===== src/rtl/uart_term_bridge.sv =====
// uart_term_bridge
// Bridges a byte stream from a UART receiver (AXI-Stream style) to a simple
// terminal controller command interface. Accepted bytes are buffered in a
// FIFO, then decoded one at a time:
//   - CLEAR_CHAR          -> one-cycle o_clearhome pulse
//   - printable 0x20..0x7E -> one-cycle o_putchar pulse with o_char = byte
//   - anything else        -> discarded, o_drop_cnt incremented (saturating)
// After every pulse the FSM spends one guard cycle, which lets the
// controller raise i_busy. It then waits for i_busy to drop before it
// issues the next command.
//
// Ports
//   i_clk          system clock
//   i_rst_n        synchronous active-low reset
//   s_axis_tdata   received byte
//   s_axis_tvalid  received byte valid
//   s_axis_tready  bridge can accept a byte (FIFO not full)
//   i_busy         terminal controller is executing a command
//   o_putchar      one-cycle pulse: draw o_char
//   o_clearhome    one-cycle pulse: clear screen and home cursor
//   o_char         character for putchar, held until the next putchar
//   o_level        FIFO occupancy
//   o_drop_cnt     saturating count of discarded bytes
module uart_term_bridge #(
  parameter int unsigned DEPTH      = 16,
  parameter logic [7:0]  CLEAR_CHAR = 8'h0C
) (
  input  logic                     i_clk,
  input  logic                     i_rst_n,
  input  logic [7:0]               s_axis_tdata,
  input  logic                     s_axis_tvalid,
  output logic                     s_axis_tready,
  input  logic                     i_busy,
  output logic                     o_putchar,
  output logic                     o_clearhome,
  output logic [7:0]               o_char,
  output logic [$clog2(DEPTH):0]   o_level,
  output logic [7:0]               o_drop_cnt
);

  localparam int unsigned AW = $clog2(DEPTH);
  localparam int unsigned LW = AW + 1;

  localparam logic [LW-1:0] FULL_LEVEL = LW'(DEPTH);
  localparam logic [LW-1:0] LEVEL_ONE  = LW'(1);
  localparam logic [LW-1:0] LEVEL_ZERO = LW'(0);
  localparam logic [AW-1:0] PTR_ONE    = AW'(1);
  localparam logic [AW-1:0] PTR_ZERO   = AW'(0);

  localparam logic [1:0] IDLE  = 2'd0;
  localparam logic [1:0] PULSE = 2'd1;
  localparam logic [1:0] GUARD = 2'd2;
  localparam logic [1:0] WAIT  = 2'd3;

  logic [7:0]    mem_q [DEPTH];
  logic [AW-1:0] wr_ptr_q, wr_ptr_d;
  logic [AW-1:0] rd_ptr_q, rd_ptr_d;
  logic [LW-1:0] level_q, level_d;
  logic          tready_q, tready_d;

  logic [1:0]    state_q, state_d;
  logic          cmd_clear_q, cmd_clear_d;
  logic [7:0]    cmd_char_q, cmd_char_d;
  logic          putchar_q, putchar_d;
  logic          clearhome_q, clearhome_d;
  logic [7:0]    char_q, char_d;
  logic [7:0]    drop_q, drop_d;

  logic          push_s;
  logic          pop_s;
  logic [7:0]    head_s;
  logic          is_print_s;

  // FIFO handshake: push on accepted beat, pop only from IDLE when the
  // controller is free and there is something to pop.
  always_comb begin
    push_s     = s_axis_tvalid & tready_q;
    pop_s      = (state_q == IDLE) && (level_q != LEVEL_ZERO) && !i_busy;
    head_s     = mem_q[rd_ptr_q];
    is_print_s = (head_s >= 8'h20) && (head_s <= 8'h7E);
  end

  // FIFO pointer and occupancy next state; pointers wrap naturally at DEPTH.
  always_comb begin
    wr_ptr_d = wr_ptr_q;
    rd_ptr_d = rd_ptr_q;
    level_d  = level_q;
    if (push_s) begin
      wr_ptr_d = wr_ptr_q + PTR_ONE;
    end else begin
      wr_ptr_d = wr_ptr_q;
    end
    if (pop_s) begin
      rd_ptr_d = rd_ptr_q + PTR_ONE;
    end else begin
      rd_ptr_d = rd_ptr_q;
    end
    case ({push_s, pop_s})
      2'b10:   level_d = level_q + LEVEL_ONE;
      2'b01:   level_d = level_q - LEVEL_ONE;
      default: level_d = level_q;
    endcase
    // tready is registered from the next level so it reads 0 throughout reset.
    tready_d = (level_d < FULL_LEVEL);
  end

  // Command FSM: decode popped byte, emit one registered pulse, guard, wait.
  always_comb begin
    state_d     = state_q;
    cmd_clear_d = cmd_clear_q;
    cmd_char_d  = cmd_char_q;
    putchar_d   = 1'b0;
    clearhome_d = 1'b0;
    char_d      = char_q;
    drop_d      = drop_q;
    case (state_q)
      IDLE: begin
        if (pop_s) begin
          // The clear code takes priority even if it falls in the printable range.
          if (head_s == CLEAR_CHAR) begin
            cmd_clear_d = 1'b1;
            state_d     = PULSE;
          end else if (is_print_s) begin
            cmd_clear_d = 1'b0;
            cmd_char_d  = head_s;
            state_d     = PULSE;
          end else begin
            if (drop_q != 8'hFF) begin
              drop_d = drop_q + 8'd1;
            end else begin
              drop_d = drop_q;
            end
            state_d = IDLE;
          end
        end else begin
          state_d = IDLE;
        end
      end
      PULSE: begin
        // The pulse registers load here, so the pulse is visible while in GUARD.
        if (cmd_clear_q) begin
          clearhome_d = 1'b1;
        end else begin
          putchar_d = 1'b1;
          char_d    = cmd_char_q;
        end
        state_d = GUARD;
      end
      GUARD: begin
        // Gives the controller a cycle to raise i_busy before WAIT samples it.
        state_d = WAIT;
      end
      WAIT: begin
        if (!i_busy) begin
          state_d = IDLE;
        end else begin
          state_d = WAIT;
        end
      end
      default: begin
        state_d = IDLE;
      end
    endcase
  end

  // State and output registers with synchronous active-low reset.
  always_ff @(posedge i_clk) begin
    if (!i_rst_n) begin
      wr_ptr_q    <= PTR_ZERO;
      rd_ptr_q    <= PTR_ZERO;
      level_q     <= LEVEL_ZERO;
      tready_q    <= 1'b0;
      state_q     <= IDLE;
      cmd_clear_q <= 1'b0;
      cmd_char_q  <= 8'h00;
      putchar_q   <= 1'b0;
      clearhome_q <= 1'b0;
      char_q      <= 8'h00;
      drop_q      <= 8'h00;
    end else begin
      wr_ptr_q    <= wr_ptr_d;
      rd_ptr_q    <= rd_ptr_d;
      level_q     <= level_d;
      tready_q    <= tready_d;
      state_q     <= state_d;
      cmd_clear_q <= cmd_clear_d;
      cmd_char_q  <= cmd_char_d;
      putchar_q   <= putchar_d;
      clearhome_q <= clearhome_d;
      char_q      <= char_d;
      drop_q      <= drop_d;
    end
  end

  // FIFO storage; contents need no reset because the pointers gate every read.
  always_ff @(posedge i_clk) begin
    if (push_s && i_rst_n) begin
      mem_q[wr_ptr_q] <= s_axis_tdata;
    end
  end

  assign s_axis_tready = tready_q;
  assign o_putchar     = putchar_q;
  assign o_clearhome   = clearhome_q;
  assign o_char        = char_q;
  assign o_level       = level_q;
  assign o_drop_cnt    = drop_q;

endmodule


===== config.mk =====
export PLATFORM = sky130hd
export DESIGN_NAME = uart_term_bridge
export DESIGN_NICKNAME = d
export VERILOG_FILES = /design/src/rtl/uart_term_bridge.sv
export SDC_FILE = /design/constraint.sdc
export NUM_CORES = 1
export LEC_CHECK = 0
export BUFFER_PORTS_ARGS = -buffer_cell sky130_fd_sc_hd__buf_4
export CAP_MARGIN = 15
export CORE_MARGIN = 2
export CORE_UTILIZATION = 50
export DETAILED_ROUTE_END_ITERATION = 8
export GPL_ROUTABILITY_DRIVEN = 0
export PLACE_DENSITY = 0.63
export SKIP_CTS_REPAIR_TIMING = 1
export SYNTH_ARGS = -nofsm -noshare
export SYNTH_HDL_FRONTEND = slang
export SYNTH_SLANG_ARGS = --single-unit

===== constraint.sdc =====
create_clock -name i_clk -period 8.1 [get_ports i_clk]
set_clock_uncertainty 0.05 [all_clocks]
set_input_delay 1.215 -clock i_clk [delete_from_list [all_inputs] [get_ports i_clk]]
set_output_delay 1.215 -clock i_clk [all_outputs]
set_load 0.02 [all_outputs]

Word-level counts from Yosys, hierarchy flattened
Memories as Yosys holds them, arrays and structs flattened. A register that Yosys moved wholly into a read port is not among the register bits.
Index checks and enable logic that the tools add are counted.
{"block": "totals", "word_cells": 58, "register_bits": 43, "n_memories": 1, "inputBits": 12, "out_inout_bits": 24, "mem_bits_rw": 128}
{"block": "op_classes", "n_addsub": 5, "order_cmp": 3, "reduce_logical": 13, "mux": 14, "n_bitwise": 4, "n_eq_ne": 7}
{"memory": "mem_q", "words": 16, "width": 8, "read_ports": 1, "rd_clocked_by_memory_dff": 1, "wr": 1, "line_no": "55", "rtl": "logic [7:0] mem_q [DEPTH];"}
{"cell": "one-hot mux 5 bit (2 select lines)", "count": 1}
{"cell": "adder 4 x 1 -> 4 bit (second input constant)", "count": 2}
{"cell": "adder 8 x 1 -> 8 bit (second input constant)", "count": 1}
{"cell": "== test 8 x 4 -> 1 bit (second input constant)", "count": 1}
{"cell": ">= comparator 8 x 6 -> 1 bit (second input constant)", "count": 1}
{"cell": "<= comparator 8 x 7 -> 1 bit (second input constant)", "count": 1}
{"cell": "two-way mux 1 bit", "count": 8}
{"cell": "two-way mux 4 bit", "count": 2}
{"cell": "!= test 8 bit (second input constant)", "count": 1}
{"cell": "one-hot mux 2 bit (4 select lines)", "count": 1}
{"cell": "== test 2 bit (second input constant)", "count": 3}
{"cell": "adder 5 x 1 -> 5 bit (second input constant)", "count": 1}
{"cell": "less-than comparator 5 bit (second input constant)", "count": 1}
{"cell": "AND reduction 5 bit", "count": 1}
{"cell": "nonzero test 5 bit", "count": 1}
{"cell": "subtractor 5 x 1 -> 5 bit (second input constant)", "count": 1}
{"cell": "== test 2 x 1 -> 1 bit (second input constant)", "count": 2}
{"cell": "logical AND 1 bit", "count": 4}
{"cell": "two-way mux 2 bit", "count": 2}
{"cell": "AND reduction 2 bit", "count": 2}
{"cell": "AND reduction 4 bit", "count": 1}
{"cell": "inverter 1 bit", "count": 3}
{"cell": "AND reduction 3 bit", "count": 1}
{"cell": "logical NOT 2 bit", "count": 1}
{"cell": "other kinds (3)", "count": 3}

Logic depth before layout (Yosys ltp)
Gate-level depths: netlist (run 1).
{"block": "logic_depth", "word_depth": 6, "ltp_mapped": 15, "ltp_nobuf": 13}

Least setup slack after synthesis (run 1)
No wires, ideal clock.
{"block": "synth_timing", "path_type": "input to register", "startpoint": "input i_busy", "endpoint": "register tready_q (netlist: s_axis_tready)", "setup_ns": 0.115, "required_ns": 7.935, "t_arrival_ns": 3.575, "cell_stages": 12, "path_buffers": 1, "path_slack_ns": 4.360, "path_cell_list": "nor4_2 ha_1 clkbuf_1 xor2_1 ha_1 o21ai_0 a21oi_1 a21oi_1 xor2_1 nor2_1 xnor2_1 and2_1"}
{"block": "synth_via", "elab_chain_len": 5, "word_cells_on_any_way": 6}
{"item": "start: declaration", "line_no": "33", "rtl": "input logic i_busy,"}
{"item": "logical NOT 1 bit (*)"}
{"item": "logical AND 1 bit (*)", "line_no": "78", "rtl": "pop_s = (state_q == IDLE) && (level_q != LEVEL_ZERO) && !i_busy;"}
{"item": "== test 2 x 1 -> 1 bit or == test 2 bit (tied branches)", "line_no": "98", "rtl": "case ({push_s, pop_s})"}
{"item": "one-hot mux 5 bit (2 select lines) (*)", "line_no": "98"}
{"item": "less-than comparator 5 bit (*)", "line_no": "104", "rtl": "tready_d = (level_d < FULL_LEVEL);"}
{"item": "end signal: assignment", "line_no": "184", "rtl": "tready_q <= tready_d;"}
{"item": "end: declaration", "line_no": "59", "rtl": "logic tready_q, tready_d;"}
Mark *: on every way between the ends. The rest lies on a longest branch, timed or not.
A chain may end at the register's enable or synchronous reset.

==> results of run 1 <==
==> area by class of cell <==
class	count	share of cell area, %
Inverter	9	0.416
Timing Repair Buffer	43	3.97
Multi-Input combinational cell	259	27.1
Clock buffer	17	5.23
Sequential cell	175	58.9
Tap cell	180	2.77
Clock inverter	15	1.65
==> stage by stage <==
stage,cells,total power [mW],cell area [sq um],util [%],worst slack [ns]
global route,698,2.29,8130,58.3,4.48
detailed placement,666,1.45,7570,54.3,4.51
floorplan,465,1.34,7140,-,4.36
CTS,698,2.22,8130,58.3,4.65
global placement,666,1.44,7570,54.3,4.59
finish,698,2.20,8130,58.3,4.72
==> worst max-delay path by stage <==
stage | endpoint | slack (ns) | depth (start not counted)
2_1_floorplan | s_axis_tready | 4.36 | 12
3_3_place_gp | s_axis_tready | 4.59 | 13
3_5_place_dp | s_axis_tready | 4.51 | 13
4_1_cts | cmd_char_q[3] | 4.65 | 9
5_1_grt | cmd_char_q[3] | 4.48 | 9
6_report | cmd_char_q[3] | 4.72 | 9
==> where the power goes <==
group	switching [mW]	leakage (nW)	total, mW	internal, mW
Combinational	0.214	0.873	0.388	0.174
Sequential	0.0400	1.53	1.04	0.997
Clock	0.349	0.271	0.776	0.426
Total	0.603	2.68	2.20	1.60
==> worst register-to-register path: cells and delay by family, from the launching register on <==
family	cells	cell delay, ns
AO/OA/AOI/OAI	2	0.38
buffers and inverters	1	0.53
flip-flops	1	0.31
multiplexers	2	0.89
AND/OR/NAND/NOR	4	1.11
==> routing by layer <==
| metal | share of wire, % | track usage, % |
|---|---|---|
| met3 | 3.9 | 4.80 |
| met5 | 0 | 0 |
| met1 | 44 | 24.2 |
| met4 | 1.4 | 7.03 |
| met2 | 51 | 32.6 |
==> state kept, by name, indices dropped and copies added (netlist names), named ones only <==
register / flops
cmd_char_q: 8
cmd_clear_q: 1
mem_q: 128
o_char: 8
o_clearhome: 1
o_drop_cnt: 8
o_level: 4
o_putchar: 1
rd_ptr_q: 4
s_axis_tready: 1
state_q: 2
wr_ptr_q: 4
==> placed cells by master, fill, tap and decap left out, drive strengths merged, types with 15 or more instances in the layout <==
cell / instances
edfxtp: 128
dfxtp: 47
buf: 43
nand2: 34
mux4: 29
mux2i: 28
nor2: 26
nor2b: 22
nand3: 19
clkbuf: 17
inv: 15
==> logic make-up (layout without fill, tap and decap cells) <==
family,after synthesis,count (layout),synth area share (%)
AO/OA/AOI/OAI,37,37,3.91
XOR/XNOR,11,11,1.35
adder cells (fa/ha/maj),10,10,1.75
buffers and inverters,31,84,2.21
flip-flops,175,175,67.0
multiplexers,57,57,13.1
AND/OR/NAND/NOR,144,144,10.7
==> run_results.csv, run 1 <==
group,metric,value,unit
timing,setup_tns,0,ns
floorplan,coreArea,13900,sq um
worst_setup_path,crit_buf_inv,1,
timing,worstMarginPinSlew,0.979,ns
grt,grt_usage,19.3,%
cts,cts_inserted_buffers,17,
worst_hold_path,holdPathStages,2,
cts,clock_sinks,175,
timing,timing.final.crit_share,41.7,%
worst_setup_path,worst_r2r_path_depth,9,
place,dp_hpwl,8.53,mm
grt,grt_pass1_wl,20.9,mm
floorplan,core.rowCount,43,
grt,overflow,0,
timing,hold_viol,0,
synth,synth_cells,465,
cells_and_area,final-seq-area,4790,sq um
synth,synth_cell_types,47,
worst_setup_path,path_class,"reg -> reg",
timing,fmax,0.296,GHz
synth,synth_nets,487,
synth,avgSynthCellArea,15.4,sq um
worst_setup_path,crit_fanout,35,
cells_and_area,fill_cells,1066,
worst_setup_path,cp_cell_sequence,"buf_4 > mux4_2 > a22oi_1 > nand3_1 > nand4_1 > o31ai_2 > nor3_2 > mux2i_1 > nor2b_1",
flow_run,maxCapViolations,0,
grt,antenna_found_initial,0,
worst_setup_path,cp-start-kind,"register",
cts,cts_tree,"built",
timing,grt_setup_unrepaired,"false",
timing,holdWs,0.379,ns
worst_setup_path,cp_top_family,"simple AND/OR/NAND/NOR gates",
floorplan,start_util,51.3,%
synth,async_flop_share,0,%
timing,setup_viol,0,
synth,yosysWarnings,0,
cts,cts_max_level,4,
worst_setup_path,cp_data_required_time,8.38,ns
detailed_routing,route.detailed.drc,0,
detailed_routing,vias,3856,
synth,synthTopCellsByArea,"edfxtp_1, dfxtp_1, mux4_2",
cts,clk_pin_slew,0.07,ns
detailed_routing,vias_per_cell,5.52,
grt,grt_max_degree,49,
worst_hold_path,hold_end,"cmd_char_q[7]",
detailed_routing,finalWirelength,13.4,mm
worst_setup_path,cp.arrival,3.65,ns
cts,root_buffer,"clkbuf_16",
worst_hold_path,hold_path.class,"reg -> reg",
worst_setup_path,r2r_setup_slack,4.72,ns
synth,synth-edff-count,128,
power,cellPowerDensity,271,nW/um^2
synth,ys.flop_type,"edfxtp_1",
worst_hold_path,hold_start,"cmd_char_q[7]",
synth,synth.most_common_cell,"edfxtp_1",
power,ir_drop,182,uV
status,status,"finished clean",
floorplan,io_pins,36,
detailed_routing,dr.pass1.iters,4,
worst_setup_path,critical-path-max-stage-delay,0.63,ns
cells_and_area,area_delta_synth_final,13.8,%
detailed_routing,drt_iter0_markers,368,
synth,synth_largest_area_cell,"edfxtp_1",
detailed_routing,ant_nets,0,
synth,yosysTopAreaCellShare,53.8,%
synth,synth_seq_cells,175,
detailed_routing,drt-wirelength-per-cell,19.1,microns
worst_setup_path,critPathCaptureType,"register",
synth,syn-cell-area,7140,sq um
worst_setup_path,cpMaxStageDelayCell,"nor3_2",
cts,cts_buffer_depth,2,
timing,period_needed,3.38,ns
cells_and_area,diodes,0,
cts,clk_latency,0.44,ns
timing,drv_slew,0,
cells_and_area,final_net_count,527,
timing,maxSlewHeadroom,34.5,%
power,cellLeakagePower,2.68,nW
place,io_buffers,35,
cells_and_area,multi_input_area,2200,sq um
synth,ys_seq_area_share,67.0,%
floorplan,die_area,15300,sq um
cells_and_area,drive_above_1_share,22.0,%
floorplan,die_w,124,microns
synth,synth_commonest_cells,"edfxtp_1, dfxtp_1, nand2_1",
worst_setup_path,r2r-end,"cmd_char_q[3]",
floorplan,die_y,124,microns
grt,grt_pass1_vias,3779,
(Power assumes the default switching activity.)
==> run 2, diff against run 1 <==
- PLACE_DENSITY: 0.63 -> 0.66
- clock period: 8.1 -> 3 ns (I/O delays scaled with it)
==> run_results.csv, run 2 (synthesis gave the netlist of run 1 again) <==
group,metric,value,unit
worst_setup_path,cp-start-kind,"register",
place,dpl_worst_slack,-0.0327,ns
power,ir_drop,422,uV
power,cellLeakagePower,2.84,nW
cells_and_area,layout_common_cells,"edfxtp_1, buf_4, dfxtp_1",
worst_setup_path,critPathCaptureType,"register",
floorplan,die_area,15300,sq um
place,dpl.cell_count,684,
grt,grt_usage,20.6,%
worst_hold_path,hold_path.class,"in -> reg",
detailed_routing,vias_per_cell,5.66,
cts,cts_buffer_depth,2,
cells_and_area,final_core_util,60.6,%
cells_and_area,fin_area,8440,sq um
floorplan,die_y,124,microns
cells_and_area,final_net_count,549,
worst_setup_path,crit_fanout,6,
place,place_area,7750,sq um
detailed_routing,drt-wirelength-per-cell,20.5,microns
cts,cts_tree,"built",
timing,setup_viol,0,
detailed_routing,dr.pass1.iters,5,
place,dp_hpwl,9.63,mm
cells_and_area,final_common_cell,"edfxtp_1",
worst_setup_path,cp_cell_sequence,"clkbuf_16 > mux4_2 > a22oi_1 > nand3_1 > nor4_1 > nand3b_1 > o211ai_4 > nor2_1 > mux2i_1",
timing,drv_slew,0,
cells_and_area,diodes,0,
power,total_power,6.16,mW
cells_and_area,area_delta_synth_final,18.2,%
timing,timing.final.crit_share,96.3,%
grt,grt_max_degree,48,
flow_run,maxCapViolations,0,
floorplan,die_w,124,microns
detailed_routing,finalWirelength,14.8,mm
floorplan,io_pins,36,
timing,maxSlewHeadroom,50.1,%
floorplan,coreArea,13900,sq um
floorplan,start_util,51.3,%
cts,clock_sinks,175,
cells_and_area,finalNonFillerCells,720,
worst_setup_path,critical-path-max-stage-delay,0.51,ns
detailed_routing,drt_iter0_markers,488,
cts,clk_latency,0.42,ns
power,cellPowerDensity,729,nW/um^2
timing,hold_viol,0,
cells_and_area,largest_reg_flops,128,
grt,grt_pass1_vias,3940,
cts,clk_pin_slew,0.06,ns
detailed_routing,vias,4077,
status,status,"finished clean",
timing,worst_slack,0.111,ns
timing,period_needed,2.89,ns
cts,root_buffer,"clkbuf_16",
timing,fmax,0.346,GHz
cts,cts_inserted_buffers,17,
cells_and_area,fill_cells,1022,
floorplan,core.rowCount,43,
place,io_buffers,35,
cells_and_area,drive_above_1_share,26.1,%
worst_setup_path,cp.arrival,3.14,ns
worst_setup_path,cp_data_required_time,3.25,ns
grt,overflow,0,
grt,grt_pass1_wl,22.5,mm
cts,cts_max_level,4,
worst_setup_path,path_class,"reg -> reg",
grt,antenna_found_initial,0,
timing,worstMarginPinSlew,0.746,ns
timing,setup_tns,0,ns
cells_and_area,top_register,"mem_q",
detailed_routing,ant_nets,0,
timing,holdWs,0.267,ns
detailed_routing,route.detailed.drc,0,
timing,grt_setup_unrepaired,"false",
worst_setup_path,cpMaxStageDelayCell,"mux4_2",
-- run 2: cell types whose count changed in the layout (fill, tap and decap cells not counted), sizes merged --
cell      before  now
buf           43   62
bufinv         1    2
clkbuf        17   19
clkinv         5   10
clkinvlp       3    1
inv           15   11
o211ai         1    2
-- run 2: worst paths after layout --
kind         cells past startpoint  slack [ns]          start             to
min                              3        0.27         i_busy     state_q[1]
min reg2reg                      2        0.38  cmd_char_q[7]  cmd_char_q[7]
max                              9        0.11       register  o_drop_cnt[1]
max reg2reg                      9        0.11       register  o_drop_cnt[1]
-- run 2: final cells by class --
| cell class | instances | area, sq um | area share, % |
|---|---|---|---|
| timing repair buffer | 64 | 561 | 6.64 |
| multi-input combinational | 260 | 2260 | 26.8 |
| clock inverter | 15 | 144 | 1.70 |
| sequential | 175 | 4790 | 56.7 |
| tap | 180 | 225 | 2.67 |
| inverter | 9 | 33.8 | 0.400 |
| clock buffer | 17 | 425 | 5.04 |
-- run 2: worst max-delay path, delay by kind of cell, from the launching register on --
family                 cells  cell delay, ns
flip-flops                 1            0.42
AO/OA/AOI/OAI              2            0.49
buffers and inverters      1            0.18
multiplexers               2            0.66
AND/OR/NAND/NOR            4            0.96
-- run 2: metal layers --
| metal | global-route usage [%] | vias up | wire [microns] |
|---|---|---|---|
| li1 | - | 1879 | - |
| met2 | 33.3 | 141 | 7160 |
| met3 | 4.80 | 19 | 881 |
| met4 | 6.89 | 0 | 271 |
| met1 | 27.7 | 2038 | 6460 |
| met5 | 0 | - | 0 |
-- run 2: power breakdown --
group          internal (mW)  switching [mW]  total [mW]
logic                  0.582           0.671        1.25
registers               2.69          0.0988        2.79
clock network           1.22           0.890        2.11
==> run 3, diff against run 2 <==
- CORE_UTILIZATION: 50 -> 60
- PLACE_DENSITY: 0.66 -> 0.74
- clock period: 3 -> 3.6 ns (I/O delays scaled with it)
==> run_results.csv, run 3 (synthesis gave the netlist of run 1 again) <==
group,metric,value,unit
status,status,"finished, violations left",
status,violations,"DRC",
worst_hold_path,hold_path.class,"in -> reg",
timing,setup_viol,0,
detailed_routing,drt-wirelength-per-cell,21.0,microns
detailed_routing,vias,4025,
grt,grt_pass1_vias,3964,
detailed_routing,dr.pass1.iters,7,
floorplan,die_w,113,microns
cells_and_area,diodes,0,
floorplan,coreArea,11500,sq um
power,ir_drop,450,uV
floorplan,die_area,12800,sq um
grt,grt_usage,23.4,%
floorplan,core.rowCount,39,
cells_and_area,drive_above_1_share,21.6,%
timing,period_needed,3.29,ns
timing,worstMarginPinSlew,0.913,ns
detailed_routing,finalWirelength,14.0,mm
timing,drv_slew,0,
cts,cts_buffer_depth,2,
cts,cts_max_level,4,
power,cellPowerDensity,611,nW/um^2
grt,antenna_found_initial,0,
detailed_routing,ant_nets,0,
cts,clk_latency,0.42,ns
timing,grt_setup_unrepaired,"false",
cells_and_area,fill_cells,763,
grt,grt_pass1_wl,21.7,mm
place,io_buffers,35,
cells_and_area,final_common_cell,"edfxtp_1",
timing,timing.final.crit_share,91.3,%
worst_setup_path,crit_fanout,9,
detailed_routing,route.detailed.drc,7,
detailed_routing,drt_iter0_markers,430,
cts,cts_inserted_buffers,17,
worst_setup_path,cp.arrival,3.56,ns
cts,cts_tree,"built",
floorplan,die_y,113,microns
timing,setup_tns,0,ns
cells_and_area,area_delta_synth_final,13.7,%
place,dp_hpwl,9.20,mm
timing,fmax,0.304,GHz
detailed_routing,vias_per_cell,6.04,
worst_setup_path,cp-start-kind,"register",
cells_and_area,top_register,"mem_q",
power,cellLeakagePower,2.70,nW
cts,clk_pin_slew,0.06,ns
worst_setup_path,path_class,"reg -> reg",
cts,clock_sinks,175,
timing,hold_viol,0,
power,total_power,4.96,mW
grt,overflow,0,
worst_setup_path,cp_data_required_time,3.87,ns
cells_and_area,final_net_count,532,
cts,root_buffer,"clkbuf_16",
worst_setup_path,critPathCaptureType,"register",
flow_run,maxCapViolations,0,
cells_and_area,layout_common_cells,"edfxtp_1, buf_4, dfxtp_1",
timing,maxSlewHeadroom,38.9,%
place,dpl.cell_count,634,
floorplan,start_util,62.0,%
grt,grt_max_degree,49,
floorplan,io_pins,36,
cells_and_area,largest_reg_flops,128,
cells_and_area,finalNonFillerCells,666,
==> run 3: cell count changes in the layout (fill, tap and decap cells not counted), moves of 2 or more <==
cell	delta
clkinv_1	+4
buf_4	-12
clkinv_4	-3
clkbuf_16	-2
==> run 3: stage by stage <==
stage	setup slack, ns	hold WS (ns)	cell area (sq um)	utilization, %
2_1_floorplan	0.236	0.359	7140	-
3_3_place_gp	0.430	0.371	7570	65.7
3_5_place_dp	0.384	0.374	7570	65.7
4_1_cts	0.345	0.332	8120	70.5
5_1_grt	0.171	0.351	8120	70.5
6_report	0.311	0.343	8120	70.5
==> run 3: area by class of cell <==
class                           instances  area, sq um  area share, %
Clock inverter                         15          126           1.56
Multi-Input combinational cell        259         2200           27.1
Inverter                                9         33.8          0.416
Sequential cell                       175         4790           58.9
Tap cell                              143          179           2.20
Clock buffer                           17          425           5.24
Timing Repair Buffer                   48          373           4.59
==> run 3: where the power goes <==
group	internal (mW)	total, mW	switching, mW
Sequential	2.24	2.34	0.0940
Combinational	0.401	0.894	0.493
Clock	1.00	1.73	0.726
Total	3.65	4.96	1.31
==> run 3: path summary, 6_finish.rpt <==
kind,from,to,slack (ns),cells after the start
worst max-delay path,o_level[1],s_axis_tready,0.31,14
worst min-delay path,i_busy,state_q[1],0.34,3
worst max register to register,o_level[1],s_axis_tready,0.31,14
worst min register to register,cmd_char_q[7],cmd_char_q[7],0.38,2
==> run 3: layer usage <==
layer	part of all wire, %	routed length (microns)	GRT usage [%]
met2	49	6800	37.0
met4	3.0	412	11.5
met3	6.9	967	4.87
met1	41	5780	31.4
met5	0	0	0
==> run 3: worst max-delay path: stages, from the launching register on <==
cell and delay (ns):
dfxtp_1 0.39, nor2_1 0.16, nor4b_1 0.62, nor4_2 0.06, buf_4 0.20, ha_1 0.31
xor2_1 0.19, ha_1 0.22, o21ai_0 0.19, a21oi_1 0.10, a21oi_1 0.17, xor2_1 0.16
nor2_1 0.07, xnor2_1 0.14, and2_1 0.16
